File: src/rtl/imm_decode_stage.sv
// Immediate decode stage: forms the sign-extended immediate and branch/jump target,
// then buffers results in a two-entry elastic buffer (output register plus skid register).
module imm_decode_stage #(
  parameter int DATA_WIDTH = 32
) (
  input  logic                  clk,
  input  logic                  rst_n,
  input  logic                  flush,
  input  logic                  in_valid,
  output logic                  in_ready,
  input  logic [31:0]           instr,
  input  logic [2:0]            ImmSrc,
  input  logic [DATA_WIDTH-1:0] pc,
  output logic                  out_valid,
  input  logic                  out_ready,
  output logic [DATA_WIDTH-1:0] ImmOp,
  output logic [DATA_WIDTH-1:0] Target,
  output logic                  illegal
);

  logic [31:0]           w_imm32;
  logic                  w_illegal;
  logic [DATA_WIDTH-1:0] w_imm;
  logic [DATA_WIDTH-1:0] w_target;
  logic                  w_accept;
  logic                  w_outFree;
  logic                  w_unused;

  logic                  r_outValid;
  logic [DATA_WIDTH-1:0] r_outImm;
  logic [DATA_WIDTH-1:0] r_outTarget;
  logic                  r_outIllegal;
  logic                  r_skidValid;
  logic [DATA_WIDTH-1:0] r_skidImm;
  logic [DATA_WIDTH-1:0] r_skidTarget;
  logic                  r_skidIllegal;

  // The opcode field does not contribute to any immediate format.
  assign w_unused = ^instr[6:0];

  always_comb begin
    w_imm32   = '0;
    w_illegal = 1'b0;
    case (ImmSrc)
      3'b000:  w_imm32 = {{20{instr[31]}}, instr[31:20]};
      3'b001:  w_imm32 = {{20{instr[31]}}, instr[31:25], instr[11:7]};
      3'b010:  w_imm32 = {{19{instr[31]}}, instr[31], instr[7], instr[30:25], instr[11:8], 1'b0};
      3'b011:  w_imm32 = {instr[31:12], 12'b0};
      3'b100:  w_imm32 = {{11{instr[31]}}, instr[31], instr[19:12], instr[20], instr[30:21], 1'b0};
      default: w_illegal = 1'b1;
    endcase
  end

  assign w_imm    = DATA_WIDTH'($signed(w_imm32));
  assign w_target = pc + w_imm;

  // in_ready depends only on skid occupancy (and reset), never on out_ready.
  assign in_ready  = rst_n & ~r_skidValid;
  assign w_accept  = in_valid & in_ready;
  assign w_outFree = ~r_outValid | out_ready;

  always_ff @(posedge clk) begin
    if (!rst_n) begin
      r_outValid    <= 1'b0;
      r_outImm      <= '0;
      r_outTarget   <= '0;
      r_outIllegal  <= 1'b0;
      r_skidValid   <= 1'b0;
      r_skidImm     <= '0;
      r_skidTarget  <= '0;
      r_skidIllegal <= 1'b0;
    end else if (flush) begin
      r_outValid  <= 1'b0;
      r_skidValid <= 1'b0;
    end else if (w_outFree) begin
      // A full skid implies in_ready was low, so no accept can collide here.
      if (r_skidValid) begin
        r_outValid   <= 1'b1;
        r_outImm     <= r_skidImm;
        r_outTarget  <= r_skidTarget;
        r_outIllegal <= r_skidIllegal;
        r_skidValid  <= 1'b0;
      end else if (w_accept) begin
        r_outValid   <= 1'b1;
        r_outImm     <= w_imm;
        r_outTarget  <= w_target;
        r_outIllegal <= w_illegal;
      end else begin
        r_outValid <= 1'b0;
      end
    end else if (w_accept) begin
      r_skidValid   <= 1'b1;
      r_skidImm     <= w_imm;
      r_skidTarget  <= w_target;
      r_skidIllegal <= w_illegal;
    end
  end

  assign out_valid = r_outValid;
  assign ImmOp     = r_outImm;
  assign Target    = r_outTarget;
  assign illegal   = r_outIllegal;

endmodule

File: config.mk
export PLATFORM = sky130hd
export DESIGN_NAME = imm_decode_stage
export DESIGN_NICKNAME = d
export VERILOG_FILES = /design/src/rtl/imm_decode_stage.sv
export SDC_FILE = /design/constraint.sdc
export NUM_CORES = 1
export LEC_CHECK = 0
export ABC_AREA = 1
export BUFFER_PORTS_ARGS = -buffer_cell sky130_fd_sc_hd__buf_2
export CORE_MARGIN = 2
export CORE_UTILIZATION = 45
export CTS_BUF_LIST = sky130_fd_sc_hd__clkbuf_8 sky130_fd_sc_hd__clkbuf_16
export DETAILED_ROUTE_END_ITERATION = 8
export PLACE_DENSITY = 0.71
export REMOVE_ABC_BUFFERS = 1
export SLEW_MARGIN = 25
export SYNTH_ARGS = -nofsm -noshare
export SYNTH_HDL_FRONTEND = slang
export SYNTH_SLANG_ARGS = --single-unit
File: constraint.sdc
create_clock -name clk -period 4.6 [get_ports clk]
set_clock_uncertainty 0.15 [all_clocks]
set_input_delay 0.46 -clock clk [delete_from_list [all_inputs] [get_ports clk]]
set_output_delay 0.46 -clock clk [all_outputs]
set_load 0.05 [all_outputs]
==> reports/metrics.cfg, run 1 <==
[run_status]
status = finished clean

[worst_setup_path]
worst-path-buf-inv = 4
cp.arrival_ns = 3.21
required_ns = 4.81
start_kind = input port
crit_fanout = 8
worst_path_max_delay_cell = nor2_1
worstSetupPathType = in2reg
worst_path_most_repeated_cell = nand2_1
critPathMaxStageDelay_ns = 0.59
crit_chain = buf_2 > inv_1 > nand2_1 > nor2_1 > a21oi_1 > inv_1 > ha_1 > nand2_1 > inv_1 > nand2_1 > nor3_1 > nand2_1 > nand2_1 > xor2_1 > nand2_1 > a21oi_1
cp-end-kind = flop
cp_top_family = simple AND/OR/NAND/NOR gates

[floorplanning]
io_pins = 139
die_h_um = 136
die-area_sq_um = 18600
core_area_sq_um = 17200
placement_rows = 48
initial_core_util_pct = 45.8
die_w_um = 136

[route]
drc = 0
wl_per_cell_um = 14.8
wl_mm = 23.5
vias = 8160
drtIter0Drc = 669
firstDrtPassIters = 5
antenna_left = 0
avgViaCountPerCell = 5.13

[grt]
antenna_found_initial = 1
overflow = 0
grt_pass1_vias = 7426
grt_max_degree = 85
grt_pass1_wl_mm = 37.3
grt_use_total_pct = 25.8

[pwr]
switching_share_pct = 32.3
p_leak_uw = 0.00522
peakVddDrop_mv = 0.256
p_total_uw = 3380
switching_power_uw = 1090
comb_power_share_pct = 22.1
p_int_uw = 2290
cellPowerDensity_nw_per_um2 = 366
pwr-share-clk_pct = 42.6
power_frac_seq_pct = 35.3

[clocking]
clock_path_buffers = 2
cts_made_buffers = 17
cts_setup_buffers = 0
root_buffer = clkbuf_16
cts_tree = done
clk_latency_ns = 0.43
clkSinkCount = 132
path_clk_slew_ns = 0.06
ctsResizeCount = 0
hold_buffers = 0
h-tree-depth = 4

[sta]
relSlewSlack_pct = 34.6
period_share_pct = 65.1
fin_setup_tns_ns = 0
final.min_clock_period_ns = 2.99
timing.fmax_ghz = 0.334
tightest_slew_ns = 0.980
hold_violations = 0
rsz0062_at_grt = false
report.final.slew_viol_count = 0
setup_violations = 0

[synth]
ys.warnings.count = 0
mappedNetlistArea_sq_um = 7870
syn_avg_cell_area_sq_um = 6.29
synth_seq_cells = 132
ys_seq_area_share_pct = 33.6
syn_inst = 1251
ys_types = 38

[job]
max_cap_viol_count = 0

[final_layout]
multi_input_area_sq_um = 4230
fin_util_pct = 53.8
final_cells = 1590
nFillCells = 1761
fin_area_sq_um = 9240
syn2layout_area_growth_pct = 17.4
fin_nets = 1455
drive_gt1_share_pct = 13.6
ff_latch_area_sq_um = 2640

[place]
hpwl_mm = 16.8
placed_cell_area_sq_um = 8620
dp_cells = 1557
place_congestion = 0.950
io_buffers = 131

[worst_hold_path]
min_path_type = in2reg

## kinds of logic after synthesis
logic type | after synthesis | synth area share, %
XOR/XNOR | 16 | 1.78
flip-flops | 132 | 33.6
AND/OR/NAND/NOR | 481 | 24.7
AO/OA/AOI/OAI | 334 | 22.0
buffers and inverters | 256 | 12.7
adder cells (fa/ha/maj) | 32 | 5.18
## Yosys cell counts
master      n  area, sq um
nor2_1     98          368
or2_2       2         12.5
inv_1     190          713
o21ai_0   101          505
buf_1       2         7.51
and2_1      1         6.26
o21ai_1    19         95.1
buf_6       1         11.3
clkinv_1    1         3.75
nor3_4      1         16.3
o31ai_1     1         7.51
ha_1       31          388
nand3_1    47          235
nand4_4     1         21.3
fa_1        1         20.0
nor3_1      6         30.0
a31oi_1     5         31.3
nor2_2      1         6.26
dfxtp_1   132         2640
nand2_2     1         6.26
o221ai_1    1         8.76
a21oi_1   188          941
a21o_1      5         37.5
xnor2_1     4         35.0
nand3b_1    4         30.0
inv_2       9         33.8
o211ai_1    6         45.0
nand2_1   316         1190
o22ai_1     1         6.26
buf_2      16         80.1
clkbuf_1   34          128
o21bai_1    2         15.0
buf_4       3         22.5
nor2_4      2         22.5
xor2_1     12          105
a21boi_0    4         30.0
o21ai_2     1         8.76
nand4_1     1         6.26
## registers in the layout (all words and copies together), names as in the netlist
signal,count
r_skidImm,32
r_skidIllegal,1
ImmOp,32
out_valid,1
r_skidValid,1
Target,32
r_skidTarget,32
illegal,1
## area by class of cell
| type | count | share of cell area (%) |
|---|---|---|
| Clock buffer | 20 | 5.05 |
| Sequential cell | 132 | 28.6 |
| Multi-Input combinational cell | 863 | 45.7 |
| Antenna cell | 1 | 0.0271 |
| Tap cell | 225 | 3.05 |
| Timing Repair Buffer | 137 | 7.72 |
| Inverter | 200 | 8.13 |
| Clock inverter | 12 | 1.67 |
## routing by layer
| metal | share of wire (%) | vias to the layer above | GRT usage (%) | wire (um) |
|---|---|---|---|---|
| met5 | 0 | - | 0 | 0 |
| met4 | 1.8 | 0 | 8.62 | 433 |
| met3 | 5.6 | 31 | 4.36 | 1320 |
| met2 | 45 | 246 | 41.1 | 10600 |
| met1 | 48 | 3689 | 35.4 | 11200 |
| li1 | - | 4194 | - | - |
## cells in the final DEF (no fill, tap or decap), drive strengths merged
master / count
inv: 203
clkinv: 2
nand3: 47
diode: 1
or2: 2
o22ai: 1
ha: 31
a21oi: 188
fa: 1
a21o: 5
clkinvlp: 4
nand2: 317
o211ai: 6
xor2: 12
xnor2: 4
dfxtp: 132
nand3b: 4
nand4: 2
bufinv: 3
nor2: 101
clkbuf: 20
a31oi: 5
buf: 137
o21bai: 2
o31ai: 1
and2: 1
nor3: 7
o221ai: 1
o21ai: 121
a21boi: 4
## path summary, 6_finish.rpt
kind              cells after the start          start          to  slack, ns
setup / recovery                     16      ImmSrc[2]  Target[16]       1.61
hold / removal                        2          flush   out_valid       0.13
hold reg to reg                       2  r_skidIllegal     illegal       0.33
setup reg to reg                      8    r_skidValid    ImmOp[5]       2.03
## worst register-to-register path, cell delays in order, from the launching register on
cell      delay, ns
dfxtp_2        0.53
a21oi_1        0.40
nor3_4         0.06
inv_2          0.52
buf_4          0.46
a21oi_1        0.08
o21ai_1        0.13
o211ai_1       0.12
inv_2          0.07
## power by group through the flow
stage | registers, uW | clock network, uW | logic (uW)
after floorplan | 1330 | 0 | 413
after global placement | 1220 | 0 | 732
after detailed placement | 1220 | 0 | 738
after CTS | 1190 | 1450 | 743
after global routing | 1200 | 1490 | 828
final | 1190 | 1440 | 747
## stage by stage
| stage | hold slack [ns] | setup slack (ns) |
|---|---|---|
| after floorplan | 0.295 | 0.325 |
| after global placement | 0.305 | 1.27 |
| after detailed placement | 0.313 | 1.25 |
| after CTS | 0.125 | 1.67 |
| after global routing | 0.145 | 1.32 |
| final | 0.130 | 1.61 |
Power figures use the tool's default switching activity.
==> run 2, diff against run 1 <==
PLACE_DENSITY = 0.74   (was 0.71)
clock period = 2.65 ns   (was 4.6 ns; I/O delays follow)
==> run 2 against run 1 <==
Against the previous run: die area stayed put; flip-flop and latch count stayed put; combinational power is 110% higher; worst setup slack worse by 1.5 ns; worst hold slack worse by 0.12 ns; design area is 10% higher; final cell count is 7.0% higher; highest routed layer unchanged; wire length is 5.3% higher; via count is 6.0% higher; sequential share of layout area is 2.7 points lower; utilization is 5.6 points higher.
==> reports/metrics.cfg, run 2 (synthesized netlist as in run 1, its figures left out) <==
[final_layout]
syn2layout_area_growth_pct = 29.7
layout_common_cells = nand2_1 (310), inv_1 (191), a21oi_1 (187), dfxtp_1 (131), buf_2 (131)
final_common_cell = nand2_1
fin_nets = 1565  ; +7.6%
fin_area_sq_um = 10200  ; +10%
drive_gt1_share_pct = 21.7  ; +8.1 points
fin_util_pct = 59.4  ; +5.6 points

[sta]
rsz0062_at_grt = true
timing.hold.ws_ns = 0.0121  ; -0.118 ns
setup_ws_ns = 0.145  ; -1.46 ns
final.min_clock_period_ns = 2.51
timing.fmax_ghz = 0.399
relSlewSlack_pct = 53.9  ; +19 points
period_share_pct = 94.5
tightest_slew_ns = 0.691  ; -0.289 ns
hold_violations = 0  ; unchanged
setup_violations = 0  ; unchanged
report.final.slew_viol_count = 0  ; unchanged

[pwr]
p_leak_uw = 0.00578  ; +11%
cellPowerDensity_nw_per_um2 = 603  ; +65%
p_total_uw = 6150  ; +82%
peakVddDrop_mv = 0.510  ; +99%

[place]
hpwl_mm = 18.0  ; +6.8%
io_buffers = 131  ; unchanged
placed_cell_area_sq_um = 9390  ; +9.0%
place_congestion = 0.957  ; +0.72%
pre_cts_ws_ns = -0.312  ; -1.56 ns

[floorplanning]
die-area_sq_um = 18600  ; unchanged
io_pins = 139  ; unchanged
placement_rows = 48  ; unchanged
initial_core_util_pct = 45.8  ; unchanged
die_h_um = 136  ; unchanged
die_w_um = 136  ; unchanged
core_area_sq_um = 17200  ; unchanged

[clocking]
clock_path_buffers = 2  ; unchanged
root_buffer = clkbuf_16
clk_latency_ns = 0.42  ; about the same
clkSinkCount = 132  ; unchanged
h-tree-depth = 4  ; unchanged
cts_tree = done
cts_made_buffers = 17  ; unchanged
path_clk_slew_ns = 0.05  ; about the same

[route]
drtIter0Drc = 600  ; -10%
firstDrtPassIters = 6  ; +1
avgViaCountPerCell = 5.09  ; -0.88%
wl_per_cell_um = 14.5  ; -1.6%
vias = 8653  ; +6.0%
drc = 0  ; unchanged
wl_mm = 24.7  ; +5.3%
antenna_left = 0  ; unchanged

[job]
max_cap_viol_count = 0  ; unchanged

[worst_setup_path]
crit_fanout = 4  ; -4
worstSetupPathType = in2reg
r2r_slack_ns = 0.54  ; -1.49 ns
start_kind = input port
cp.arrival_ns = 2.71  ; -0.50 ns
cp-end-kind = flop
reg2reg_to = r_skidImm[25]
r2r_cells = 7  ; -1
required_ns = 2.86  ; -1.95 ns
r2r-start = r_skidValid

[run_status]
status = finished clean

[worst_hold_path]
min_path_type = in2reg
min-delay-start = out_ready
worstHoldPathCells = 4  ; +2
hold_end = r_skidValid

[grt]
grt_pass1_wl_mm = 39.1  ; +4.8%
grt_use_total_pct = 27.1  ; +1.3 points
grt_max_degree = 74  ; -13%
grt_pass1_vias = 7913  ; +6.6%
overflow = 0  ; unchanged
antenna_found_initial = 2  ; +1

## run 2: changes by cell type in the layout (fill, tap and decap cells not counted), sizes merged
cell | previous run | this run
buf | 137 | 242
dlygate4sd3 | 0 | 5
diode | 1 | 2
bufinv | 3 | 4
clkinv | 2 | 3
clkinvlp | 4 | 2
## run 2: layout make-up
class | count | area [sq um]
multi-input cells | 863 | 4340
inverters | 200 | 751
clock buffers | 20 | 467
repair buffers | 247 | 1550
fillers | 1660 | 6970
well taps | 225 | 282
diodes | 2 | 5.00
flip-flops and latches | 132 | 2640
clock inverters | 12 | 161
## run 2: metrics by stage
stage               TNS, ns  instances
finish                    0       1701
global route         -0.130       1701
CTS                       0       1697
detailed placement   -11.18       1660
global placement      -8.46       1660
floorplan           -122.84       1195
## run 2: repair_timing
item | CTS | global route
hold buffers | 5 | 0
endpoints found under the hold margin | 5 | 0
setup buffers | 0 | 2
gates resized for setup | 0 | 33
endpoints found under the setup margin | 0 | 46
## run 2: worst max-delay path by stage
stage / start / endpoint / slack (ns) / cells after the start
floorplan: r_skidValid / ImmOp[10] / -1.62 / 7
global placement: ImmSrc[1] / r_skidTarget[23] / -0.26 / 19
detailed placement: ImmSrc[2] / Target[15] / -0.31 / 15
CTS: ImmSrc[1] / r_skidTarget[23] / 0.1 / 19
global route: ImmSrc[0] / r_skidTarget[24] / -0.05 / 22
finish: ImmSrc[2] / Target[14] / 0.14 / 18
## run 2: critical path: stages
cell and delay, ns:
buf_2 0.12, inv_1 0.05, buf_4 0.13, nand3_1 0.09
nand2_1 0.07, buf_4 0.14, a21boi_0 0.21, inv_1 0.12
ha_2 0.38, nand2_1 0.06, nor2_1 0.14, nand2_1 0.08
nand3_1 0.12, nand2_1 0.11, nand2_2 0.14, xor2_1 0.28
nand2_1 0.08, a21oi_1 0.12
## run 2: routing by layer
| layer | wire, um | up-vias | share of wire (%) | GRT usage [%] |
|---|---|---|---|---|
| li1 | - | 4409 | - | - |
| met1 | 11300 | 3902 | 46 | 36.8 |
| met2 | 11100 | 293 | 45 | 42.9 |
| met3 | 1630 | 49 | 6.6 | 4.10 |
| met4 | 702 | 0 | 2.8 | 10.9 |
| met5 | 0 | - | 0 | 0 |
## run 2: power breakdown
part | internal (uW) | switching (uW)
clock | 1630 | 895
combinational | 573 | 978
sequential | 2050 | 30.1
total | 4250 | 1900
